### src/rtl/upsampler.sv
// 2x linear-interpolating upsampler with valid/ready handshakes on both sides.
// Define UPSAMPLER_ROUND_EN to round the interpolated midpoint half-up instead of truncating.
module upsampler #(
  parameter int WIDTH = 8
) (
  input  logic             CLK,
  input  logic             RST,
  input  logic             in_valid,
  output logic             in_ready,
  input  logic [WIDTH-1:0] a,
  output logic             out_valid,
  input  logic             out_ready,
  output logic [WIDTH-1:0] out
);

  typedef enum logic [1:0] {
    EMPTY  = 2'd0,
    MID    = 2'd1,
    SAMPLE = 2'd2
  } state_t;

  state_t           state_r;
  state_t           state_nxt_s;
  logic [WIDTH-1:0] prev_r;
  logic [WIDTH-1:0] out_r;
  logic             in_xfer_s;

  // Midpoint uses a WIDTH+1 bit sum so the carry is kept before halving.
  function automatic logic [WIDTH-1:0] interp(input logic [WIDTH-1:0] p,
                                              input logic [WIDTH-1:0] x);
    logic [WIDTH:0] sum;
`ifdef UPSAMPLER_ROUND_EN
    sum = {1'b0, p} + {1'b0, x} + {{WIDTH{1'b0}}, 1'b1};
`else
    sum = {1'b0, p} + {1'b0, x};
`endif
    return sum[WIDTH:1];
  endfunction

  // Next-state and handshake decode; in_ready depends on state and out_ready only.
  always_comb begin
    state_nxt_s = state_r;
    in_ready    = 1'b0;
    out_valid   = 1'b0;
    case (state_r)
      EMPTY: begin
        in_ready = 1'b1;
        if (in_valid) begin
          state_nxt_s = MID;
        end else begin
          state_nxt_s = EMPTY;
        end
      end
      MID: begin
        out_valid = 1'b1;
        if (out_ready) begin
          state_nxt_s = SAMPLE;
        end else begin
          state_nxt_s = MID;
        end
      end
      SAMPLE: begin
        out_valid = 1'b1;
        in_ready  = out_ready;
        if (out_ready) begin
          if (in_valid) begin
            state_nxt_s = MID;
          end else begin
            state_nxt_s = EMPTY;
          end
        end else begin
          state_nxt_s = SAMPLE;
        end
      end
      default: begin
        state_nxt_s = EMPTY;
      end
    endcase
  end

  assign in_xfer_s = in_valid & in_ready;
  assign out       = out_r;

  // State, history sample and output register; reset wins over any transfer.
  always_ff @(posedge CLK) begin
    if (RST) begin
      state_r <= EMPTY;
      prev_r  <= {WIDTH{1'b0}};
      out_r   <= {WIDTH{1'b0}};
    end else begin
      state_r <= state_nxt_s;
      if (in_xfer_s) begin
        prev_r <= a;
        out_r  <= interp(prev_r, a);
      end else if ((state_r == MID) && out_ready) begin
        // prev_r already holds x[n] once the midpoint has been presented
        out_r  <= prev_r;
      end else begin
        out_r  <= out_r;
      end
    end
  end

endmodule
### config.mk
export PLATFORM = sky130hd
export DESIGN_NAME = upsampler
export DESIGN_NICKNAME = d
export VERILOG_FILES = /design/src/rtl/upsampler.sv
export SDC_FILE = /design/constraint.sdc
export NUM_CORES = 1
export LEC_CHECK = 0
export BUFFER_PORTS_ARGS = -buffer_cell sky130_fd_sc_hd__buf_2
export CAP_MARGIN = 15
export CORE_MARGIN = 4
export CORE_UTILIZATION = 45
export DETAILED_ROUTE_END_ITERATION = 12
export GPL_TIMING_DRIVEN = 0
export PLACE_DENSITY = 0.74
export SYNTH_ARGS = -nofsm -noshare
export SYNTH_HDL_FRONTEND = slang
export SYNTH_SLANG_ARGS = --single-unit
### constraint.sdc
create_clock -name CLK -period 3.38 [get_ports CLK]
set_input_delay 0.676 -clock CLK [delete_from_list [all_inputs] [get_ports CLK]]
set_output_delay 0.676 -clock CLK [all_outputs]
set_load 0.05 [all_outputs]
==> results of run 1 <==
[state kept, by name, indices dropped and copies added, names as in the netlist]
name and count:
state_r 2, prev_r 8, out 8
[layer usage]
layer	global-route usage (%)	vias up	part of all wire, %
met5	0	-	0
met4	5.63	0	1.1
met3	2.49	5	4.1
met2	30.5	20	50
met1	19.3	495	44
li1	-	507	-
[power by group through the flow]
stage / Sequential (mW) / Combinational [mW] / Clock (mW)
2_1_floorplan: 0.282 / 0.0993 / 0
3_3_place_gp: 0.246 / 0.173 / 0
3_5_place_dp: 0.247 / 0.178 / 0
4_1_cts: 0.242 / 0.178 / 0.110
5_1_grt: 0.244 / 0.194 / 0.118
6_report: 0.242 / 0.179 / 0.106
[critical path, delay by kind of cell]
family | cells | cell delay (ns)
AO/OA/AOI/OAI | 4 | 0.97
buffers and inverters | 1 | 0.11
adder cells (fa/ha/maj) | 1 | 0.34
AND/OR/NAND/NOR | 1 | 0.16
[through the flow]
step | instance area (um^2) | utilization, % | cells | power, mW
floorplan | 1080 | - | 128 | 0.381
global placement | 1220 | 53.9 | 176 | 0.420
detailed placement | 1220 | 53.9 | 176 | 0.425
CTS | 1240 | 54.9 | 179 | 0.531
global route | 1240 | 54.9 | 179 | 0.557
finish | 1240 | 54.9 | 179 | 0.527
[synthesized netlist by cell type, drive strengths merged]
master / count
nor2: 6
ha: 11
a2111oi: 1
nand3: 3
a21oi: 13
clkbuf: 2
a31oi: 1
nand4b: 1
and3: 2
a211oi: 5
buf: 5
o21ai: 3
and2: 1
o31a: 2
xor2: 1
nor3: 1
xnor2: 1
or4: 1
nor2b: 1
a31o: 1
a21o: 3
nor4: 1
dfxtp: 18
o21a: 2
fa: 1
mux2i: 2
mux2: 1
nand2: 25
o311ai: 1
a311oi: 3
nand4: 2
o211a: 1
inv: 5
a211o: 1
[path summary, 6_finish.rpt]
check            start        end  slack, ns  depth (start not counted)
max               a[2]     out[5]       1.35                          7
min          prev_r[7]  prev_r[7]       0.47                          2
max reg2reg  prev_r[2]     out[5]       1.50                          6
min reg2reg  prev_r[7]  prev_r[7]       0.47                          2
[layout make-up]
| class | count | area share (%) |
|---|---|---|
| sequential | 18 | 29.1 |
| clock buffer | 3 | 1.82 |
| tap | 28 | 2.83 |
| multi-input combinational | 98 | 53.0 |
| inverter | 5 | 1.52 |
| buffer | 7 | 3.64 |
| timing repair buffer | 20 | 8.08 |
[cells in the final DEF, fill, tap and decap left out, types with 2 or more instances in the layout]
cell	count
nand2_1	25
buf_2	23
dfxtp_1	18
a21oi_1	13
ha_1	11
nor2_1	6
inv_1	5
a211oi_1	5
a21o_1	3
o21ai_0	3
nand3_1	3
a311oi_1	3
clkbuf_4	3
buf_6	2
clkbuf_1	2
o21a_1	2
o31a_1	2
and3_1	2
mux2i_1	2
nand4_1	2
[cells by family (layout without fill, tap and decap cells)]
| group | Yosys count | in the layout | synth area share [%] |
|---|---|---|---|
| DFF | 18 | 18 | 33.3 |
| xor gates and xnor gates | 2 | 2 | 1.62 |
| buffers and inverters | 12 | 35 | 5.90 |
| muxes | 3 | 3 | 2.89 |
| and+or+nand+nor | 44 | 44 | 18.4 |
| AOI/OAI and AO/OA | 37 | 37 | 23.3 |
| adders and majority gates | 12 | 12 | 14.6 |
==> metrics.yaml, run 1 <==
min_path:
  worstHoldPathType: "flop to flop"
power_and_ir_drop:
  cellPowerDensity_nw_per_um2: 425
  p_leak_nw: 0.582
  p_sw_share_pct: 37.0
  power_switching_mw: 0.195
  clkPwrFrac_pct: 20.1
  p_int_mw: 0.332
  combPwrFrac_pct: 33.9
  seqPwrFrac_pct: 46.0
  ir_worst_vdd_v: 0.000205
place:
  pre_cts_slack_ns: 1.05
  port-buffer-count: 20
  place.gp.congestion: 0.861
  dpl.hpwl_mm: 1.95
route:
  wl_per_cell_um: 14.3
  routed_wl_mm: 2.56
  drt_iter0_drc: 20
  drt-pass1-iter-count: 4
  drc: 0
  final_antenna_net_count: 0
  vias: 1027
  viasPerCell: 5.74
finish:
  drive_above_1_share_pct: 19.9
  multi_input_area_um2: 657
  regArea_um2: 360
  nets: 177
  n_fill_cell: 235
  synthToLayoutAreaGrowth_pct: 14.6
  antennaDiodeCount: 0
critical_path:
  crit_required_ns: 3.60
  path_cells: "buf_2 -> ha_1 -> nor2b_1 -> o31a_1 -> o31a_1 -> a211o_1 -> a21oi_1"
  cp_slowest_cell: "ha_1"
  cpPeakStageDelay_ns: 0.34
  cp_data_arrival_time_ns: 2.25
  cp_max_fo: 4
  path_class: "primary input to flop"
  worst_path_most_repeated_cell: "o31a_1"
  worstSetupStartpointType: "primary input"
  worstSetupEndpointType: "flop"
timing:
  hold_viol_final: 0
  fin_crit_sh_pct: 60.1
  period_needed_ns: 2.03
  setup_tns_ns: 0
  finalWorstSetupSlack_ns: 1.35
  max_freq_mhz: 492
  rsz0062_at_grt: "no"
  hold_ws_ns: 0.474
  relSlewSlack_pct: 67.3
  slew_violations: 0
  finalSetupViolCount: 0
  tightest_slew_ns: 0.491
  fin_worst_skew_ns: 0.000797
clock_network:
  holdBufCountCts: 0
  post_cts_buffers: 0
  cts_made_buffers: 3
  cts-resized-gates: 0
  clk_pin_slew_ns: 0.10
  cts_tree: "yes"
  cts.htree.levels: 1
  cts.path.max_buffers: 2
  cts_root_buffer: "clkbuf_4"
  worstSkewPairLatency_ns: 0.29
  cts.sink_count: 18
global_route:
  antenna_found_initial: 0
  grt_pass1_wl_mm: 4.31
  grt_overflow: 0
  grt_max_degree: 11
  first_global_vias: 1005
  grt_usage_pct: 16.5
die:
  dieArea_um2: 3250
  start_util_pct: 47.9
  ioPinCount: 22
  die_height_um: 57.0
  rows: 17
  chipWidth_um: 57.0
  core_um2: 2250
synthesis:
  synth_top_area_share_pct: 33.3
  yosysTopAreaCell: "dfxtp_1"
  yosysWarnings: 0
  synth.top_cells.by_area: "dfxtp_1 (33%), ha_1 (13%), nand2_1 (8.7%), a21oi_1 (6.0%), a211oi_1 (3.5%)"
  ys_seq_area_share_pct: 33.3
  ys_ff_latch: 18
  netlist_instances: 128
  syn_avg_cell_area_um2: 8.45
  syn-cell-area_um2: 1080
  synth_cell_types: 35
  syn_nets: 152
run_status:
  run_status: "completed"
run:
  drv_cap: 0
Note: power is estimated with default switching activity, not from simulation.
==> run 2, diff against run 1 <==
- PLACE_DENSITY: 0.74 -> 0.77
- clock period: 3.38 -> 1.7 ns (I/O delays scaled with it)
==> metrics.yaml, run 2 (same netlist as run 1, synthesis figures left out) <==
run_status:
  run_status: "finished, violations left"  # was completed
  violations: "setup timing"
timing:
  max_freq_mhz: 576
  hold_viol_final: 0  # unchanged
  tightest_slew_ns: 0.534  # was 0.491 ns
  rsz0062_at_grt: "yes"  # was no
  fin_worst_skew_ns: 0.00109  # was 0.000797 ns
  slew_violations: 0  # unchanged
  finalWorstSetupSlack_ns: -0.0352  # was 1.35 ns
  fin_crit_sh_pct: 102
  period_needed_ns: 1.74
  relSlewSlack_pct: 64.4  # was 67.3%
  finalSetupViolCount: 2  # was 0
finish:
  n_fill_cell: 213  # was 235
  multi_input_area_um2: 757  # was 657 um^2
  design_area_um2: 1430  # was 1240 um^2
  final_util_pct: 63.4  # was 54.9%
  final_cell_mix: "nand2_1 (23), buf_2 (19), dfxtp_1 (12)"  # was nand2_1 (25), buf_2 (23), dfxtp_1 (18)
  antennaDiodeCount: 0  # unchanged
  synthToLayoutAreaGrowth_pct: 32.3  # was 14.6%
  drive_above_1_share_pct: 39.0  # was 19.9%
  regArea_um2: 368  # was 360 um^2
  layout_commonest_cell: "nand2_1"  # unchanged
  nets: 184  # was 177
route:
  routed_wl_mm: 2.78  # was 2.56 mm
  drc: 0  # unchanged
  viasPerCell: 5.72  # was 5.74
  top_layer: "met4"  # unchanged
  wl_met3_um: 164  # was 105 um
  final_antenna_net_count: 0  # unchanged
  vias: 1069  # was 1027
  wl_per_cell_um: 14.9  # was 14.3 um
  drt-pass1-iter-count: 4  # unchanged
  met1_length_mm: 1.20  # was 1.13 mm
  drt_iter0_drc: 22  # was 20
  met2RoutedLength_mm: 1.40  # was 1.29 mm
place:
  dpl.hpwl_mm: 1.87  # was 1.95 mm
  place.gp.congestion: 0.905  # was 0.861
  port-buffer-count: 20  # unchanged
  dpl_cell_area_um2: 1230  # was 1220 um^2
die:
  die_height_um: 57.0  # unchanged
  core_um2: 2250  # unchanged
  start_util_pct: 47.9  # unchanged
  dieArea_um2: 3250  # unchanged
  rows: 17  # unchanged
  ioPinCount: 22  # unchanged
  chipWidth_um: 57.0  # unchanged
critical_path:
  cpPeakStageDelay_ns: 0.35  # was 0.34 ns
  worst_r2r_path_depth: 6  # unchanged
  critPathLaunch: "prev_r[2]"  # was a[2]
  rrSetupSlack_ns: -0.04  # was 1.50 ns
  regToRegEndpoint: "out[5]"  # unchanged
  worstSetupStartpointType: "flop"  # was primary input
  path_class: "flop to flop"  # was primary input to flop
  crit_required_ns: 1.93  # was 3.60 ns
  path_cells: "ha_4 -> nor2b_4 -> o31a_1 -> o31a_1 -> a211o_1 -> a21oi_2"  # was buf_2 -> ha_1 -> nor2b_1 -> o31a_1 -> o31a_1 -> a211o_1 -> a21oi_1
  worstSetupEndpointType: "flop"  # unchanged
  cp_slowest_cell: "dfxtp_2"  # was ha_1
  r2r-start: "prev_r[2]"  # unchanged
  cp_max_fo: 4  # unchanged
  worst_path_most_repeated_cell: "o31a_1"  # unchanged
  cp_data_arrival_time_ns: 1.97  # was 2.25 ns
global_route:
  antenna_found_initial: 0  # unchanged
  grt_pass1_wl_mm: 4.51  # was 4.31 mm
  first_global_vias: 991  # was 1005
  grt_usage_pct: 17.5  # was 16.5%
  grt_max_degree: 11  # unchanged
  grt_overflow: 0  # unchanged
power_and_ir_drop:
  power.total_mw: 1.18  # was 0.527 mW
  p_leak_nw: 0.637  # was 0.582 nW
  cellPowerDensity_nw_per_um2: 825  # was 425 nW/um^2
  ir_worst_vdd_v: 0.000542  # was 0.000205 V
min_path:
  worstHoldPathType: "primary input to flop"  # was flop to flop
  holdPathEnd: "prev_r[0]"  # was prev_r[7]
  holdPathStages: 3  # was 2
  worstHoldStart: "a[0]"  # was prev_r[7]
clock_network:
  cts.htree.levels: 1  # unchanged
  clk_pin_slew_ns: 0.11  # was 0.10 ns
  cts.path.max_buffers: 2  # unchanged
  cts_made_buffers: 3  # unchanged
  cts.sink_count: 18  # unchanged
  cts_tree: "yes"  # unchanged
  worstSkewPairLatency_ns: 0.29  # about the same
  cts_root_buffer: "clkbuf_4"  # unchanged
run:
  drv_cap: 0  # unchanged
[run 2: metrics by stage]
stage                     setup WS, ns  hold slack, ns  std cells  setup TNS [ns]
final                          -0.0352           0.281        187         -0.0379
after global routing            -0.136           0.283        187          -0.345
after global placement          -0.178           0.459        176          -0.549
after floorplan               -0.00627           0.449        128        -0.00627
after detailed placement        -0.199           0.461        176          -0.701
after CTS                      -0.0382           0.279        185         -0.0382
[run 2: metal layers]
layer | track usage [%] | vias to the layer above
met4 | 6.95 | 0
li1 | - | 525
met2 | 28.5 | 35
met3 | 3.39 | 2
met1 | 22.6 | 507
met5 | 0 | -
[run 2: worst max-delay path by stage]
stage / endpoint / slack [ns] / depth (start not counted)
final: out[5] / -0.04 / 6
after global routing: out[5] / -0.14 / 8
after CTS: out[5] / -0.04 / 6
after detailed placement: out[7] / -0.20 / 8
after global placement: out[6] / -0.18 / 6
after floorplan: out[6] / -0.006 / 7
[run 2: what timing repair did]
action / CTS / global route
gates cloned: 0 / 0
endpoints found under the setup margin: 8 / 16
pin swaps: 6 / 5
setup buffers: 5 / 2
resized for setup: 13 / 18
hold buffers: 0 / 0
[run 2: area by class of cell]
cell class                      instances  area share [%]
Tap cell                               28            2.45
Inverter                                5            1.31
Timing Repair Buffer                   27            11.1
Sequential cell                        18            25.7
Multi-Input combinational cell         98            52.9
Buffer                                  7            3.94
Clock buffer                            4            2.54
[run 2: where the power goes]
group	switching [mW]	internal (mW)
registers	0.0252	0.461
clock network	0.137	0.131
logic	0.259	0.167
total	0.422	0.758
[run 2: critical path: cells and delay by family, from the launching register on]
| kind | cells | cell delay [ns] |
|---|---|---|
| adder cells (fa/ha/maj) | 1 | 0.25 |
| AO/OA/AOI/OAI | 4 | 0.94 |
| AND/OR/NAND/NOR | 1 | 0.13 |
| flip-flops | 1 | 0.35 |
